<file path="config.mk">
export PLATFORM = sky130hd
export DESIGN_NAME = register_file_2r1w_flat
export DESIGN_NICKNAME = d
export VERILOG_FILES = /design/src/rtl/register_file_2r1w_pkg.sv /design/src/rtl/register_file_2r1w_if.sv /design/src/rtl/register_file_2r1w_read_port.sv /design/src/rtl/register_file_2r1w.sv /design/src/flat_wrapper.sv
export SDC_FILE = /design/constraint.sdc
export NUM_CORES = 2
export LEC_CHECK = 0
export ABC_AREA = 0
export ABC_CLOCK_PERIOD_IN_PS = 1900
export CAP_MARGIN = 20
export CELL_PAD_IN_SITES_DETAIL_PLACEMENT = 2
export CELL_PAD_IN_SITES_GLOBAL_PLACEMENT = 2
export CORE_MARGIN = 3
export CORE_UTILIZATION = 40
export CTS_CLUSTER_DIAMETER = 60
export DETAILED_ROUTE_END_ITERATION = 12
export DONT_BUFFER_PORTS = 1
export PLACE_DENSITY_LB_ADDON = 0.1
export SYNTH_ARGS = -nofsm -noshare
export SYNTH_HDL_FRONTEND = slang
export SYNTH_HIERARCHICAL = 1
export SYNTH_SLANG_ARGS = --single-unit
</file>
<file path="constraint.sdc">
create_clock -name clk -period 1.9 [get_ports clk]
set_input_delay 0.19 -clock clk [delete_from_list [all_inputs] [get_ports clk]]
set_output_delay 0.19 -clock clk [all_outputs]
set_load 0.01 [all_outputs]
</file>
<file path="src/rtl/register_file_2r1w_pkg.sv">
// Shared widths, types and constants for the 2-read/1-write register file.
// Optional write-through forwarding is enabled by defining RF_BYPASS_EN.
package rf_pkg;
  localparam int RF_DATA_W   = 32;
  localparam int RF_ADDR_W   = 5;
  localparam int RF_NREGS    = 32;
  localparam int RF_RD_PORTS = 2;

  typedef logic [RF_ADDR_W-1:0] rf_addr_t;
  typedef logic [RF_DATA_W-1:0] rf_data_t;

  localparam rf_addr_t RF_ZERO_REG = 5'd0;

  typedef struct packed {
    logic     en;
    rf_addr_t addr;
    rf_data_t data;
  } rf_wr_t;
endpackage

</file>
<file path="src/rtl/register_file_2r1w_if.sv">
// Decode/writeback side bundle of the register file: two read ports, one write port.
// RF_BYPASS_EN does not change this interface.
interface register_file_2r1w_if;
  import rf_pkg::*;

  rf_addr_t address_a;
  rf_data_t data_a;
  rf_addr_t address_b;
  rf_data_t data_b;
  logic     wr_en;
  rf_addr_t wr_address;
  rf_data_t wr_data;

  modport master (
    output address_a, address_b, wr_en, wr_address, wr_data,
    input  data_a, data_b
  );
  modport slave (
    input  address_a, address_b, wr_en, wr_address, wr_data,
    output data_a, data_b
  );
endinterface

</file>
<file path="src/rtl/register_file_2r1w_read_port.sv">
// One combinational read port: array mux, zero-register/reset force and,
// when RF_BYPASS_EN is defined, same-cycle forwarding of the pending write.
module rf_read_port
  import rf_pkg::*;
#(
  parameter int DATA_W = RF_DATA_W,
  parameter int NREGS  = RF_NREGS
) (
  input  logic                         reset,
  input  logic [NREGS-1:0][DATA_W-1:0] regs,
  input  rf_addr_t                     addr,
`ifdef RF_BYPASS_EN
  input  rf_wr_t                       wr,
`endif
  output rf_data_t                     data
);
  always_comb begin
    data = regs[addr];
`ifdef RF_BYPASS_EN
    if (wr.en && wr.addr == addr) data = wr.data;
`endif
    // Reset gates the bypass too, since writes are ignored while reset is low.
    if (!reset || addr == RF_ZERO_REG) data = '0;
  end
endmodule

</file>
<file path="src/rtl/register_file_2r1w.sv">
// 32x32 register file, two combinational reads, one synchronous write, r0 hardwired zero.
// Define RF_BYPASS_EN for write-through forwarding on the read ports.
module register_file_2r1w
  import rf_pkg::*;
#(
  parameter int DATA_W = RF_DATA_W,
  parameter int ADDR_W = RF_ADDR_W,
  parameter int NREGS  = RF_NREGS
) (
  input  logic                 clk,
  input  logic                 reset,
  register_file_2r1w_if.slave  bus
);
  logic [NREGS-1:0][DATA_W-1:0]      regs;
  rf_addr_t [RF_RD_PORTS-1:0]        rd_addr;
  rf_data_t [RF_RD_PORTS-1:0]        rd_data;
  rf_wr_t                            wr;
  logic [ADDR_W-1:0]                 wr_idx;

  assign wr      = {bus.wr_en, bus.wr_address, bus.wr_data};
  assign wr_idx  = wr.addr;
  assign rd_addr = {bus.address_b, bus.address_a};

  assign bus.data_a = rd_data[0];
  assign bus.data_b = rd_data[1];

  // Entry 0 is only ever cleared, so it stays zero in storage as well.
  always_ff @(posedge clk or negedge reset) begin
    if (!reset) regs <= '0;
    else if (wr.en && wr.addr != RF_ZERO_REG) regs[wr_idx] <= wr.data;
  end

  for (genvar p = 0; p < RF_RD_PORTS; p++) begin : g_rd
    rf_read_port #(.DATA_W(DATA_W), .NREGS(NREGS)) u_rd (
      .reset (reset),
      .regs  (regs),
      .addr  (rd_addr[p]),
`ifdef RF_BYPASS_EN
      .wr    (wr),
`endif
      .data  (rd_data[p])
    );
  end
endmodule

</file>
<file path="src/flat_wrapper.sv">
// flat-port wrapper written by rule: the top's interface ports become plain ports
module register_file_2r1w_flat import rf_pkg::*;
#(
  parameter int DATA_W = RF_DATA_W,
  parameter int ADDR_W = RF_ADDR_W,
  parameter int NREGS  = RF_NREGS
)
  (clk, reset, bus_address_a, bus_address_b, bus_wr_en, bus_wr_address, bus_wr_data, bus_data_a, bus_data_b);
  register_file_2r1w_if bus_i ();
  input  logic clk;
  input  logic reset;
  input wire logic [$bits(bus_i.address_a)-1:0] bus_address_a;
  input wire logic [$bits(bus_i.address_b)-1:0] bus_address_b;
  input wire logic [$bits(bus_i.wr_en)-1:0] bus_wr_en;
  input wire logic [$bits(bus_i.wr_address)-1:0] bus_wr_address;
  input wire logic [$bits(bus_i.wr_data)-1:0] bus_wr_data;
  output wire logic [$bits(bus_i.data_a)-1:0] bus_data_a;
  output wire logic [$bits(bus_i.data_b)-1:0] bus_data_b;
  assign bus_i.address_a = bus_address_a;
  assign bus_i.address_b = bus_address_b;
  assign bus_i.wr_en = bus_wr_en;
  assign bus_i.wr_address = bus_wr_address;
  assign bus_i.wr_data = bus_wr_data;
  assign bus_data_a = bus_i.data_a;
  assign bus_data_b = bus_i.data_b;
  register_file_2r1w #(.DATA_W(DATA_W), .ADDR_W(ADDR_W), .NREGS(NREGS)) u_core (.clk(clk), .reset(reset), .bus(bus_i));
endmodule
</file>
== Yosys cells after proc, flatten, opt, wreduce, memory -nomap -nowiden ==
Cells that the tools add are included.
Storage, ports and cells
  flip-flop bits (word level): 1024
  input port bits: 50
  output and inout port bits: 64
  word-level logic and storage cells: 53
Cells by class
  magnitude comparators: 4
  multiplexer cells: 9
  reductions and logical operators: 8
Operators with widths (count)
  $bwmux W1024: 1
  $bmux W32 S5: 2
  $demux W32 S5: 1
  $mux W32: 5
  $lt A5 B6 Y1 const B: 3
  $logic_not A5 Y1: 2
  $ge A5 B1 Y1 const B: 1
  $reduce_bool A5 Y1: 1
  $logic_and A1 B1 Y1: 2
  $logic_or A1 B1 Y1: 2
  $logic_not A1 Y1: 1

== Longest topological paths before layout ==
  depth in word-level cells: 5
  gate-level depth with buffers: 8
  gate-level depth less buffers: 4

== Modules after synthesis ==
Netlist, hierarchy kept.
Modules (own cells, without submodules)
  register_file_2r1w: times used 1, cells each 2287, area each 38011.5 um2, seq. area each 25624.6 um2
  rf_read_port: times used 2, cells each 830, area each 8700.8 um2, seq. area each 0.0 um2

== Worst setup path before layout ==
OpenSTA, ideal clock, no wires.
  kind: input -> output
  from: input bus_address_a[0]
  to: output bus_data_a[12]
  arrival: 1.658 ns
  required time: 1.710 ns
  path slack: 0.052 ns
  stages on the path: 6
  path buffers: 3
  cell sequence: buf_6 -> buf_6 -> buf_2 -> mux4_2 -> a221oi_1 -> a211oi_1
On the way
  word-level cells in the longest chain between the ends: 3
  elaborated cells between the ends (all ways): 5
  classes of those cells: mux: 3; reduce/logical: 2
RTL lines
  from (decl): line flat_wrapper.sv:12  | input wire logic [$bits(bus_i.address_a)-1:0] bus_address_a;
  $bmux W32 S5 / $logic_not A5 Y1 (equally long branches): line register_file_2r1w_read_port.sv:18, register_file_2r1w_read_port.sv:23
  $mux W32 (not written as such) / $logic_or A1 B1 Y1 (equally long branches): line register_file_2r1w_read_port.sv:18, register_file_2r1w_read_port.sv:23
  $mux W32 *: line register_file_2r1w_read_port.sv:23  | if (!reset || addr == RF_ZERO_REG) data = '0;
  to (decl): line flat_wrapper.sv:17  | output wire logic [$bits(bus_i.data_a)-1:0] bus_data_a;
Mark *: on every way between the ends. The rest lies on a longest branch, timed or not. The select of a mux whose other input is x is not followed.

== Final worst setup path ==
  from: register u_core/regs[827] (netlist name)
  to: output bus_data_a[27]
On the way
  word-level cells in the longest chain between the ends: 3
RTL lines
  from (decl): line register_file_2r1w.sv:14  | logic [NREGS-1:0][DATA_W-1:0] regs;
  from (signal, indexed assignment): line register_file_2r1w.sv:30  | else if (wr.en && wr.addr != RF_ZERO_REG) regs[wr_idx] <= wr.data;
  $bmux W32 S5: line register_file_2r1w_read_port.sv:18  | data = regs[addr];
  $mux W32 (not written as such): line register_file_2r1w_read_port.sv:18
  $mux W32: line register_file_2r1w_read_port.sv:23
Every way passes these cells. The select of a mux whose other input is x is not followed.

==> metrics <==
status=complete, but fails checks; failing checks=negative setup slack; GR peak layer=met2; biggest regs=u_core/regs x1024; core area=about 140,000 sq um; cell count after synthesis=about 4,000; CTS clk-pin slew, worst paths=around 0.05 ns; Final Cell Area=~66,000 sq um; dpl ws=-0.521 ns; most frequent cells in the layout=dfrtp_1, mux2_2, mux2i_1, mux4_2, buf_4; nets@finish=approximately 4,100; port bufs=0; required time worst endpoint=1.71 ns; Post-Route WL=around 220 mm; Unique masters post-synth=33; Post-DP Area=between 50,000 and 60,000 sq um; Mapped Area=approximately 55,000 sq um; Yosys warnings=6; Final ANT Viol Nets=0; drc violations=0; clock latency at the later pin of the worst-skew pair=a little under 0.8 ns; Worst setup SP type=flop; pin count of the biggest net entering global routing=261; Area Growth Syn to Fin=19.0%; Avg Vias per Cell=~6.4; Final Skew=0 ns; worst slew pin tran=1.16 ns; Final Worst Setup Slack=-0.940 ns; Ports=114; crit-path max FO=2; async set or reset register ratio after synthesis=1.00; CTS HTree Levels=4; Max Clk Rate=352 MHz; CTS tree=yes; M1 GR Usage=0.413; max capacitance violation total=0; Top reg by flops=u_core/regs; M3 GR Usage=0.0517; most common cell after layout, fill and taps aside=dfrtp_1; Root Buffer=clkbuf_16; DR pass1 iterations=5; Setup CP Type=reg2out; number of flip-flops in the largest register=between 1,000 and 1,500; R2R depth=2; RSZ-0062 raised after global routing=yes; sequential share of the synthesized area=0.462; maximum clock path buffer count=3; Initial Util=0.406; die width=between 300 and 400 um; met2 Usage GRT=0.496; Lkg Pwr=roughly 0.029 uW; crit path capture type=output pin; Wirelength per Cell=between 30 and 40 um; Hold WC Path Type=in2reg; final worst-path cycle share=1.49; RD Place Congestion=about 0.8; Synth Register Bits=about 1,000; Final min period=about 2.8 ns; final hold vios=0; count of final setup violators=64; DP HPWL=between 100 and 150 mm; site row count=about 140; grt total ovfl=0; Final TNS setup=-50.35 ns; Die Y=between 300 and 400 um; fin cells=5,909; top_reg_cell synth=dfrtp_1; first-pass GRT wire length=roughly 320 mm; CTS Buf Count=around 140; Global Route Usage Sum=0.305; hold depth=3; initial antenna violation count=12; vias in the first global route=between 40,000 and 50,000; synthesized net count=about 4,000; Mean Syn Cell Area=approximately 14 sq um; number of flops mapped to enable cells by yosys=0; die area=around 140,000 sq um; pwr dens=around 1100 nW/um^2; Hold Slack=roughly 0.057 ns; clk sinks=slightly above 1,000; maximum VDD drop=~0.00076 V; layout cell share with drive strength beyond 1=0.492; max-slew violations=0; initial DRC count=~2,600; Placed Cells=approximately 5,600; Slew headroom=0.224; total number of vias=37,873; arrival time at the worst endpoint=between 2 and 3 ns
worst max-delay path, cell delays in order, from the launching register on:
cell and delay (ns):
dfrtp_1 0.40, buf_6 0.13, mux4_2 0.45, mux2_4 0.31, a221oi_4 0.34, a211oi_2 0.09
buf_4 0.18
per-layer routing:
| metal | up-vias | share of wire |
|---|---|---|
| met5 | - | 0.00012 |
| met3 | 379 | 0.051 |
| met2 | 1075 | 0.48 |
| li1 | 15265 | - |
| met1 | 21150 | 0.44 |
| met4 | 4 | 0.032 |
synth_stat cells (17+ instances only):
cell type     n  area (sq um)
o221ai_1    128          1120
a221oi_1     40           350
a21oi_1      64           320
nand2_1     142           533
buf_6        20           225
mux4_1       96          2520
nand4_1      65           407
mux2_2     1047         11800
nor2_1       17          63.8
clkbuf_1    230           863
a221oi_2     24           360
mux2i_1     512          5120
buf_4        62           465
dfrtp_1    1024         25600
a22oi_1      64           480
a211oi_1     64           480
mux4_2      160          3600
buf_2       134           671
layout make-up:
class / instances / area (sq um)
Clock inverter: 45 / 531
Inverter: 2 / 7.51
Antenna cell: 6 / 15.0
Fill cell: 12550 / 70500
Timing Repair Buffer: 384 / 4600
Clock buffer: 198 / 4050
Multi-Input combinational cell: 2469 / 28900
Sequential cell: 1024 / 25600
Tap cell: 1781 / 2230
path summary, 6_finish.rpt:
check,startpoint,endpoint,slack (ns)
max,u_core/regs[827]$_DFFE_PN0P_,bus_data_a[27],-0.94
max reg2reg,u_core/regs[387]$_DFFE_PN0P_,u_core/regs[387]$_DFFE_PN0P_,0.53
min reg2reg,u_core/regs[31]$_DFFE_PN0P_,u_core/regs[31]$_DFFE_PN0P_,0.40
min in group asynchronous,reset,u_core/regs[338]$_DFFE_PN0P_,0.33
max in group asynchronous,reset,u_core/regs[42]$_DFFE_PN0P_,0.42
min,bus_wr_address[0],u_core/regs[657]$_DFFE_PN0P_,0.06
cell families after synthesis:
logic type,share of synthesized area
multiplexers,0.418
flip-flops,0.462
buffers and inverters,0.0407
AO/OA/AOI/OAI,0.0564
AND/OR/NAND/NOR,0.0229
power breakdown:
part,switching [uW],internal [uW]
Sequential,3400,26000
Combinational,5960,8160
Clock,10300,16000
through the flow:
step | utilization | total power [uW]
after CTS | 0.478 | 69900
after global placement | 0.432 | 40200
after detailed placement | 0.432 | 41700
after global routing | 0.483 | 72800
after floorplan | - | 37700
final | 0.483 | 69900
timing repair:
item	CTS	global route
pin swaps	63	71
hold buffers	67	0
gates cloned	0	1
setup endpoints to repair	64	66
endpoints found under the hold margin	1578	0
setup buffers	21	9
resized for setup	296	45
(Power assumes the default switching activity.)
